`src/rtl/alu_exec.sv`:
```
// Multi-cycle execute-stage ALU: single-cycle logic/arith ops, iterative
// shift-add multiply and restoring divide behind a start/busy/done handshake.
module alu_exec #(
  parameter int WIDTH = 32
) (
  input  logic             clk,
  input  logic             rst_n,
  input  logic             start,
  input  logic [3:0]       ops,
  input  logic [WIDTH-1:0] a,
  input  logic [WIDTH-1:0] b,
  output logic             busy,
  output logic             done,
  output logic [WIDTH-1:0] result,
  output logic             zero,
  output logic             err
);

  localparam int CW = $clog2(WIDTH + 1);

  typedef enum logic [1:0] {IDLE, MUL, DIV} state_t;

  state_t           state_q, state_d;
  logic [CW-1:0]    cnt_q, cnt_d;
  // acc: product accumulator (MUL) or partial remainder (DIV)
  // x:   multiplicand (MUL) or dividend shifting out / quotient shifting in (DIV)
  // y:   multiplier (MUL) or divisor (DIV)
  logic [WIDTH-1:0] acc_q, acc_d, x_q, x_d, y_q, y_d;
  logic [WIDTH-1:0] result_q, result_d;
  logic             zero_q, zero_d, err_q, err_d, done_q, done_d;

  logic [WIDTH-1:0] op_res;
  logic             op_err;
  logic [WIDTH:0]   rem_sh;
  logic [WIDTH-1:0] acc_nx, x_nx, y_nx, long_res;

  always_comb begin
    op_res = '0;
    op_err = 1'b0;
    case (ops)
      4'b0000: op_res = a & b;
      4'b0001: op_res = a | b;
      4'b0010: op_res = a + b;
      4'b0100: op_res = ~(a | b);
      4'b0110: op_res = a - b;
      4'b1000: begin
        op_res = '1;
        op_err = 1'b1;
      end
      4'b1001: op_res = {{(WIDTH-1){1'b0}}, ($signed(a) < $signed(b))};
      4'b1011: op_res = {{(WIDTH-1){1'b0}}, ~a[WIDTH-1]};
      4'b0101, 4'b1101: op_res = '0;
      default: op_err = 1'b1;
    endcase
  end

  always_comb begin
    rem_sh = {acc_q, x_q[WIDTH-1]};
    acc_nx = acc_q;
    x_nx   = x_q;
    y_nx   = y_q;
    if (state_q == MUL) begin
      acc_nx = y_q[0] ? acc_q + x_q : acc_q;
      x_nx   = x_q << 1;
      y_nx   = y_q >> 1;
    end else begin
      // Shifted remainder needs WIDTH+1 bits; the difference always fits WIDTH.
      if (rem_sh >= {1'b0, y_q}) begin
        acc_nx = rem_sh[WIDTH-1:0] - y_q;
        x_nx   = {x_q[WIDTH-2:0], 1'b1};
      end else begin
        acc_nx = rem_sh[WIDTH-1:0];
        x_nx   = {x_q[WIDTH-2:0], 1'b0};
      end
    end
    long_res = (state_q == MUL) ? acc_nx : x_nx;
  end

  always_comb begin
    state_d  = state_q;
    cnt_d    = cnt_q;
    acc_d    = acc_q;
    x_d      = x_q;
    y_d      = y_q;
    result_d = result_q;
    zero_d   = zero_q;
    err_d    = err_q;
    done_d   = 1'b0;
    case (state_q)
      IDLE: begin
        if (start) begin
          if (ops == 4'b0101 || (ops == 4'b1000 && b != '0)) begin
            state_d = (ops == 4'b0101) ? MUL : DIV;
            cnt_d   = CW'(WIDTH);
            acc_d   = '0;
            x_d     = a;
            y_d     = b;
          end else begin
            done_d = 1'b1;
            err_d  = op_err;
            if (ops != 4'b1101) begin
              result_d = op_res;
              zero_d   = (op_res == '0);
            end
          end
        end
      end
      MUL, DIV: begin
        acc_d = acc_nx;
        x_d   = x_nx;
        y_d   = y_nx;
        cnt_d = cnt_q - CW'(1);
        if (cnt_q == CW'(1)) begin
          state_d  = IDLE;
          done_d   = 1'b1;
          err_d    = 1'b0;
          result_d = long_res;
          zero_d   = (long_res == '0);
        end
      end
      default: state_d = IDLE;
    endcase
  end

  always_ff @(posedge clk or negedge rst_n) begin
    if (!rst_n) begin
      state_q  <= IDLE;
      cnt_q    <= '0;
      acc_q    <= '0;
      x_q      <= '0;
      y_q      <= '0;
      result_q <= '0;
      zero_q   <= 1'b1;
      err_q    <= 1'b0;
      done_q   <= 1'b0;
    end else begin
      state_q  <= state_d;
      cnt_q    <= cnt_d;
      acc_q    <= acc_d;
      x_q      <= x_d;
      y_q      <= y_d;
      result_q <= result_d;
      zero_q   <= zero_d;
      err_q    <= err_d;
      done_q   <= done_d;
    end
  end

  assign busy   = (state_q != IDLE);
  assign done   = done_q;
  assign result = result_q;
  assign zero   = zero_q;
  assign err    = err_q;

endmodule

```
`config.mk`:
```
export PLATFORM = sky130hd
export DESIGN_NAME = alu_exec
export DESIGN_NICKNAME = d
export VERILOG_FILES = /design/src/rtl/alu_exec.sv
export SDC_FILE = /design/constraint.sdc
export NUM_CORES = 1
export LEC_CHECK = 0
export CAP_MARGIN = 10
export CORE_AREA = 5 5 214 216
export DETAILED_ROUTE_END_ITERATION = 8
export DIE_AREA = 0 0 219 221
export GPL_ROUTABILITY_DRIVEN = 0
export PLACE_DENSITY_LB_ADDON = 0.2
export SETUP_SLACK_MARGIN = 0.05
export SLEW_MARGIN = 20
export SYNTH_ARGS = -nofsm -noshare
export SYNTH_HDL_FRONTEND = slang
export SYNTH_SLANG_ARGS = --single-unit
```
`constraint.sdc`:
```
create_clock -name clk -period 4.88 [get_ports clk]
set_input_delay 1.464 -clock clk [delete_from_list [all_inputs] [get_ports clk]]
set_output_delay 1.464 -clock clk [all_outputs]
set_load 0.03 [all_outputs]
```
# Word level (Yosys, flattened, before mapping)
# Cells that the tools add are included.
[op_classes]
n_reduce_logical = 16
add_sub_neg = 5
bitwise = 4
muxes = 44
eq_ne = 19
order_cmp = 2
[ops]
columns = ["operator", "n"]
rows = [
  ["$mux 32", 15],
  ["$pmux 32 s2", 4],
  ["$pmux 32 s8", 1],
  ["$add 32x32->32", 2],
  ["$logic_not 32->1", 2],
  ["$sub 32x32->32", 2],
  ["$ge 33x32->1", 1],
  ["$and 32x32->32", 1],
  ["$lt 32x32->1", 1],
  ["$not 32->32", 1],
  ["$or 32x32->32", 1],
  ["$reduce_bool 32->1", 1],
  ["$eq 4x4->1 const B", 4],
  ["$mux 1", 13],
  ["$eq 4x3->1 const B", 3],
  ["$mux 6", 2],
  ["$ne 2x2->1 const B", 6],
  ["$pmux 6 s2", 1],
  ["$reduce_or 9->1", 1],
  ["$mux 2", 4],
  ["$reduce_and 4->1", 2],
  ["$eq 6x1->1 const B", 1],
  ["$pmux 1 s2", 3],
  ["$reduce_and 3->1", 2],
  ["other kinds (15)", 16],
]
[word_totals]
ff_bits = 139
out_inout_bits = 36
input_bits = 71

# Longest topological paths before layout
# Gate-level depths: netlist of run 1.
[depth]
word_depth = 8
mapped_depth = 16
mapped_depth_nobuf = 16

# Worst setup path after synthesis of run 1
# OpenSTA, ideal clock, no wires.
[synth_timing]
kind = "input to register"
from = "input port a[0]"
to = "register zero_q (netlist: zero)"
setup_slack_ns = 0.057
path_buffers = 0
arrival_time_ns = 4.763
t_required_ns = 4.820
cell_stages = 15
path_cell_list = "ha_1 -> inv_1 -> fa_1 -> nand3b_1 -> a21bo_2 -> a2111o_1 -> and3_1 -> a2bb2oi_1 -> a22oi_1 -> or4_1 -> or4_1 -> nor4_1 -> nand4_1 -> nor4_2 -> a211o_1"
[synth_between]
elab_chain_cells = 8
word_cells_on_any_way = 12
cone_classes = "add/sub: 2; order compare: 1; mux: 5; bitwise: 3; reduce/logical: 1"
[synth_lines]
columns = ["element", "line_no", "text"]
rows = [
  ["start, declared", "10", "input logic [WIDTH-1:0] a,"],
  ["parallel branches: the longest is 2 deep, another holds $sub 32x32->32", "--", ""],
  ["$pmux 32 s8 (*)", "40", "case (ops)"],
  ["$logic_not 32->1 (*)", "103", "zero_d = (op_res == '0);"],
  ["$mux 1 (*)", "101", "if (ops != 4'b1101) begin"],
  ["$mux 1 (*)", "92", "if (ops == 4'b0101 || (ops == 4'b1000 && b != '0)) begin"],
  ["$mux 1 (*)", "91", "if (start) begin"],
  ["$pmux 1 s2 (*)", "89", "case (state_q)"],
  ["end signal, assigned", "143", "zero_q <= zero_d;"],
  ["end, declared", "30", "logic zero_q, zero_d, err_q, err_d, done_q, done_d;"],
]
# Mark *: on every way between the ends. The select of a mux whose other input is x is not followed.
# A chain may end at the register's enable or synchronous reset.

# Worst setup path after layout of run 1
[layout_timing]
from = "input port a[15]"
to = "register zero_q (netlist: zero)"
# The elaborated chain is that of the path after synthesis.

==> impl_metrics.yaml, run 1 <==
run_status:
  outcome: "finished, violations left"
  violations: "setup timing"
floorplanning:
  chipWidth_um: 219
  rows: 77
  design.die.area_um2: 48400
  ios: 107
  initial_core_util_pct: 39.4
  die-height_um: 221
  core-area_um2: 43700
clock_tree:
  ctsHoldBuffers: 0
  clock_sinks: 139
  clk_pin_slew_ps: 60
  clock_latency_ps: 450
  cts_buffer_depth: 2
  htreeDepth: 4
  cts_tree: "built"
  numCtsBuffers: 17
  clock-root-buffer: "clkbuf_16"
final_layout:
  drive_above_1_share_pct: 20.7
  nets: 3015
  multiInputGateArea_um2: 12900
  ff_latch_area_um2: 3480
  area_growth_pct: 32.1
  antennaDiodeCount: 0
  final_cells: 3378
  fill_cells: 4264
  final_area_um2: 22800
synth:
  synth-compound-area-share_pct: 33.2
  async_flop_share_pct: 100
  synth_cell_types: 93
  yosysMostFrequentCell: "nor2_1"
  yosys.area.top_type_share_pct: 20.0
  synth_cells: 2350
  synthMuxAreaShare_pct: 4.36
  yosys.area.top_type: "dfrtp_1"
  synth-simple-area-share_pct: 20.1
  synth_seq_cells: 139
  yosysWarningCount: 0
  yosys-top-cells-count: "nor2_1 (289), o21ai_0 (206), a21oi_1 (202), nand2_1 (178), ha_1 (167)"
  syn_area_um2: 17200
  syn_nets: 2592
  synth_top_family_by_area: "compound AO/OA/AOI/OAI gates"
  syn_avg_cell_area_um2: 7.34
  yosysSeqAreaShare_pct: 20.2
  synth_ff_type: "dfrtp_1"
  synth_edf_count: 0
  synth-xor-area-share_pct: 2.69
  synth_fa_ha_area_share_pct: 12.6
  yosys-top-cells-area: "dfrtp_1 (20%), ha_1 (12%), nor2_1 (6.3%), o21ai_0 (6.0%), a21oi_1 (5.9%)"
global_routing:
  grt_max_degree: 80
  grt_pass1_wl_mm: 108
  grt-ovfl-total: 0
  grt_busiest_layer: "met2"
  met1_usage_pct: 38.1
  met2_usage_pct: 45.0
  met3_usage_pct: 4.07
  antenna_found_initial: 0
  grt_pass1_vias: 19300
  track_usage_pct: 27.9
worst_setup_path:
  worstSetupPathType: "in -> reg"
  critical-path-max-stage-delay_ps: 530
  crit_path_end_kind: "register"
  crit_fanout: 10
  path_cells: "clkdlybuf4s50_1 -> inv_1 -> ha_1 -> buf_4 -> a21o_1 -> a21oi_1 -> a31oi_1 -> or2_2 -> buf_4 -> a211oi_1 -> mux2i_1 -> a211oi_1 -> o2111ai_1 -> nor4_4 -> nand4_1 -> nor4_2 -> a211o_1"
  required_ps: 5270
  start_kind: "input port"
  slowest_stage: "clkdlybuf4s50_1"
  cp.arrival_ps: 5440
power_and_ir_drop:
  power_frac_seq_pct: 31.1
  combPwrFrac_pct: 32.7
  vdd.ir_drop.worst_uv: 251
  p_leak_uw: 0.0101
  p_clk_share_pct: 36.2
  p_per_area_nw_per_um2: 163
  switching_share_pct: 31.9
  p_int_uw: 2520
  finalPower_uw: 3710
  p_switching_uw: 1180
sta:
  fin_tns_setup_ps: -166
  tightest_slew_ps: 1080
  slew_viol_final: 0
  setup_viol: 1
  rsz0062_at_grt: "true"
  setup_slack_ps: -166
  hold_violations: 0
  relSlewSlack_pct: 27.6
  timing.fmax_ghz: 0.198
  period_minus_slack_ps: 5050
  finClkSkew_ps: 10.4
  finalCritPeriodShare_pct: 103
route:
  routed_wirelength_mm: 70.7
  drt-initial-drc-count: 1937
  drc_errors: 0
  num_vias: 20200
  antenna_left: 0
  viasPerCell: 5.99
  firstDrtPassIters: 5
  wire_per_inst_um: 20.9
min_path:
  min_path_type: "reg -> reg"
placement:
  io_buffers: 106
  dpl.cell_count: 3344
  placed_area_um2: 21900
  hpwl_mm: 56.7
run:
  cap_violations: 0
-- critical path, delay by kind of cell --
kind            cells  cell delay (ps)
buf+inv             4              960
simple gates        4              860
compound gates      7             1630
fa+ha+maj           1              350
mux                 1              150
-- per-layer routing --
layer	share of wire [%]	wire (µm)
met5	0	0
met4	4.1	2900
met3	7.6	5390
met2	45	32100
met1	43	30300
-- kinds of logic (layout without fill, tap and decap cells) --
| group | count (synthesis) | in the layout |
|---|---|---|
| and+or+nand+nor | 746 | 746 |
| xor gates and xnor gates | 53 | 53 |
| DFF | 139 | 139 |
| buffers and inverters | 302 | 738 |
| adders and majority gates | 171 | 171 |
| AOI/OAI and AO/OA | 865 | 865 |
| muxes | 74 | 74 |
-- power by group through the flow --
stage / Clock, µW / Combinational [µW] / Sequential [µW]
floorplan: 0 / 496 / 1170
global placement: 0 / 1130 / 1170
detailed placement: 0 / 1140 / 1170
CTS: 1360 / 1160 / 1150
global route: 1410 / 1290 / 1150
finish: 1340 / 1210 / 1150
-- sequential cells by signal, summed over array words and instances (netlist names) --
register	count
done	1
x_q	32
cnt_q	6
zero	1
state_q	2
y_q	32
result	32
acc_q	32
err	1
-- placed cells by master, fill, tap and decap left out, types with 24 or more instances in the layout --
cell	n
nor4_1	24
nand4_1	29
nor2_1	288
o211ai_1	34
a21o_1	47
nand2_1	177
o22ai_1	35
ha_1	160
nor3_1	49
clkdlybuf4s50_1	100
buf_4	434
dfrtp_1	138
nand3_1	45
a211oi_1	35
a31oi_1	27
a21oi_1	199
xnor2_1	31
o21a_1	28
o21ai_0	197
mux2i_1	65
inv_1	154
-- cell type report --
| class | count | area share, % |
|---|---|---|
| clock buffer | 18 | 1.88 |
| tap | 592 | 3.25 |
| clock inverter | 14 | 0.747 |
| inverter | 158 | 2.60 |
| timing repair buffer | 548 | 19.7 |
| sequential | 139 | 15.3 |
| multi-input combinational | 1909 | 56.6 |
-- metrics by stage --
| stage | utilization, % | hold WS [ps] | setup WS [ps] |
|---|---|---|---|
| after floorplan | - | 471 | 57.1 |
| after global placement | 50.1 | 469 | -956 |
| after detailed placement | 50.1 | 474 | -1010 |
| after CTS | 51.7 | 488 | -136 |
| after global routing | 52.1 | 512 | -317 |
| final | 52.1 | 485 | -166 |
-- timing repair --
action,CTS,global route
endpoints found under the hold margin,0,0
setup buffers,0,2
setup endpoints to repair,13,10
gates cloned,0,0
gates resized for setup,33,32
pin swaps,1,7
-- path summary, 6_finish.rpt --
check	start	end	slack, ps	depth (start not counted)
max	a[15]	zero$_DFFE_PN1P_	-170	17
min reg2reg	result[4]$_DFFE_PN0P_	result[4]$_DFFE_PN0P_	490	2
max in group asynchronous	rst_n	zero$_DFFE_PN1P_	2970	2
min in group asynchronous	rst_n	result[10]$_DFFE_PN0P_	980	1
min	result[4]$_DFFE_PN0P_	result[4]$_DFFE_PN0P_	490	2
max reg2reg	acc_q[0]$_DFFE_PN0P_	zero$_DFFE_PN1P_	330	14
Note: power is estimated with default switching activity, not from simulation.
==> inputs of run 2 (changes only) <==
Settings changed: CORE_AREA 5 5 214 216 to 2 2 211 213, DIE_AREA 0 0 219 221 to 0 0 213 215.
==> run 2 against run 1 <==
The flow now finishes without violations; highest routed layer unchanged; largest cell class unchanged; global-route usage is 2.9 points higher; register-to-register slack better by 30 ps; critical endpoint unchanged; flip-flop and latch count did not move.
==> impl_metrics.yaml, run 2 (synthesized netlist as in run 1, its figures left out) <==
sta:
  tightest_slew_ps: 1090
  hold_violations: 0
  timing.fmax_ghz: 0.210
  finalCritPeriodShare_pct: 97.5
  whs_ps: 480
  setup_slack_ps: 123
  period_minus_slack_ps: 4760
  relSlewSlack_pct: 27.4
  setup_viol: 0
  slew_viol_final: 0
  rsz0062_at_grt: "true"
  finClkSkew_ps: 8.41
clock_tree:
  htreeDepth: 4
  clock_sinks: 139
  clk_pin_slew_ps: 60
  clock_latency_ps: 450
  cts_tree: "built"
  numCtsBuffers: 17
  cts_buffer_depth: 2
  clock-root-buffer: "clkbuf_16"
final_layout:
  final_area_um2: 23400
  nets: 3043
  mostFrequentLayoutCells: "buf_4 (459), nor2_1 (287), o21ai_0 (199)"
  multiInputGateArea_um2: 13300
  fin_util_pct: 53.6
  antennaDiodeCount: 0
  fill_cells: 4103
  ff_latch_area_um2: 3480
  drive_above_1_share_pct: 24.0
  final_cells: 3406
  area_growth_pct: 35.6
  final_common_cell: "buf_4"
worst_setup_path:
  r2r-start: "acc_q[0]$_DFFE_PN0P_"
  cp.arrival_ps: 5150
  start_kind: "input port"
  crit_fanout: 3
  critPathLaunch: "a[17]"
  required_ps: 5280
  worstSetupPathType: "in -> reg"
  crit_path_end_kind: "register"
min_path:
  min_path_type: "reg -> reg"
  hp-start: "result[2]$_DFFE_PN0P_"
placement:
  io_buffers: 106
  pre_cts_ws_ps: -895
  placed_area_um2: 22000
  dpl.cell_count: 3354
  hpwl_mm: 56.3
route:
  routed_wirelength_mm: 71.0
  viasPerCell: 5.96
  num_vias: 20300
  antenna_left: 0
  firstDrtPassIters: 6
  drc_errors: 0
  wire_per_inst_um: 20.9
  drt-initial-drc-count: 1948
global_routing:
  grt-ovfl-total: 0
  antenna_found_initial: 0
  grt_max_degree: 79
  track_usage_pct: 30.8
  grt_pass1_vias: 19500
  grt_pass1_wl_mm: 110
power_and_ir_drop:
  p_per_area_nw_per_um2: 163
  vdd.ir_drop.worst_uv: 224
  p_leak_uw: 0.0103
floorplanning:
  ios: 107
  design.die.area_um2: 45800
  initial_core_util_pct: 39.5
  die-height_um: 215
  core-area_um2: 43600
  rows: 77
  chipWidth_um: 213
run:
  cap_violations: 0
run_status:
  outcome: "finished, final reports clean"
==> run 2: changes by cell type in the layout (fill, tap and decap cells not counted), sizes merged <==
cell / before / now
dlygate4sd2: 2 / 26
clkdlybuf4s50: 100 / 71
clkinvlp: 4 / 3
clkbuf: 18 / 22
buf: 444 / 472
clkinv: 5 / 6
inv: 160 / 156
clkdlybuf4s15: 1 / 5
dlymetal6s2s: 1 / 2
==> run 2: report_power, final <==
part           internal (µW)  switching, µW  total [µW]
combinational            619            683        1300
sequential              1150              0        1150
clock                    829            517        1350
total                   2600           1200        3800
==> run 2: final timing paths <==
| path | end | slack (ps) | cells past startpoint |
|---|---|---|---|
| max | zero$_DFFE_PN1P_ | 120 | 15 |
| min | result[2]$_DFFE_PN0P_ | 480 | 2 |
| max reg2reg | zero$_DFFE_PN1P_ | 360 | 14 |
| min reg2reg | result[2]$_DFFE_PN0P_ | 480 | 2 |
| max in group asynchronous | x_q[4]$_DFFE_PN0P_ | 3040 | 2 |
| min in group asynchronous | y_q[27]$_DFFE_PN0P_ | 970 | 1 |
==> run 2: layout make-up <==
class	count	share of cell area [%]
multi-input combinational	1909	56.9
timing repair buffer	576	19.9
sequential	139	14.9
tap	592	3.17
inverter	158	2.55
clock buffer	22	1.99
clock inverter	10	0.605
==> run 2: repair_timing <==
| action | CTS | global route |
|---|---|---|
| pin swaps | 46 | 16 |
| gates resized for setup | 150 | 34 |
| endpoints found under the setup margin | 12 | 5 |
| buffers inserted | 17 | 3 |
| hold buffers | 0 | 0 |
==> run 2: critical path, stage by stage <==
cell	delay (ps)
clkdlybuf4s50_1	490
inv_2	60
ha_4	250
nor4_4	350
nand2_2	130
nor4_4	270
a211oi_2	130
nand4_1	130
a311oi_2	150
or4_1	530
or4_4	590
nor4_4	140
nand4_1	140
nor4_2	180
a211o_1	130
==> run 2: metrics by stage <==
| step | TNS (ps) | total power (µW) |
|---|---|---|
| 3_5_place_dp | -8570 | 2340 |
| 2_1_floorplan | 0 | 1670 |
| 3_3_place_gp | -7940 | 2330 |
| 5_1_grt | -54.3 | 3940 |
| 4_1_cts | 0 | 3760 |
| 6_report | 0 | 3800 |
==> run 2: layer usage <==
metal  global-route usage (%)  wire length (µm)  vias to the layer above  share of wire (%)
met5                        0                 0                        -                  0
met4                     14.9              3570                        0                5.0
met3                     3.26              4930                      209                6.9
met2                     48.5             31800                      919                 45
met1                     42.0             30800                     9636                 43
li1                         -                 -                     9549                  -
==> inputs of run 3 (changes only) <==
Settings changed: CAP_MARGIN 10 to unset, CTS_CLUSTER_SIZE set to 24.
==> results of run 3 <==
Same layout as run 2: the final DEF is identical, and so are final timing and power.
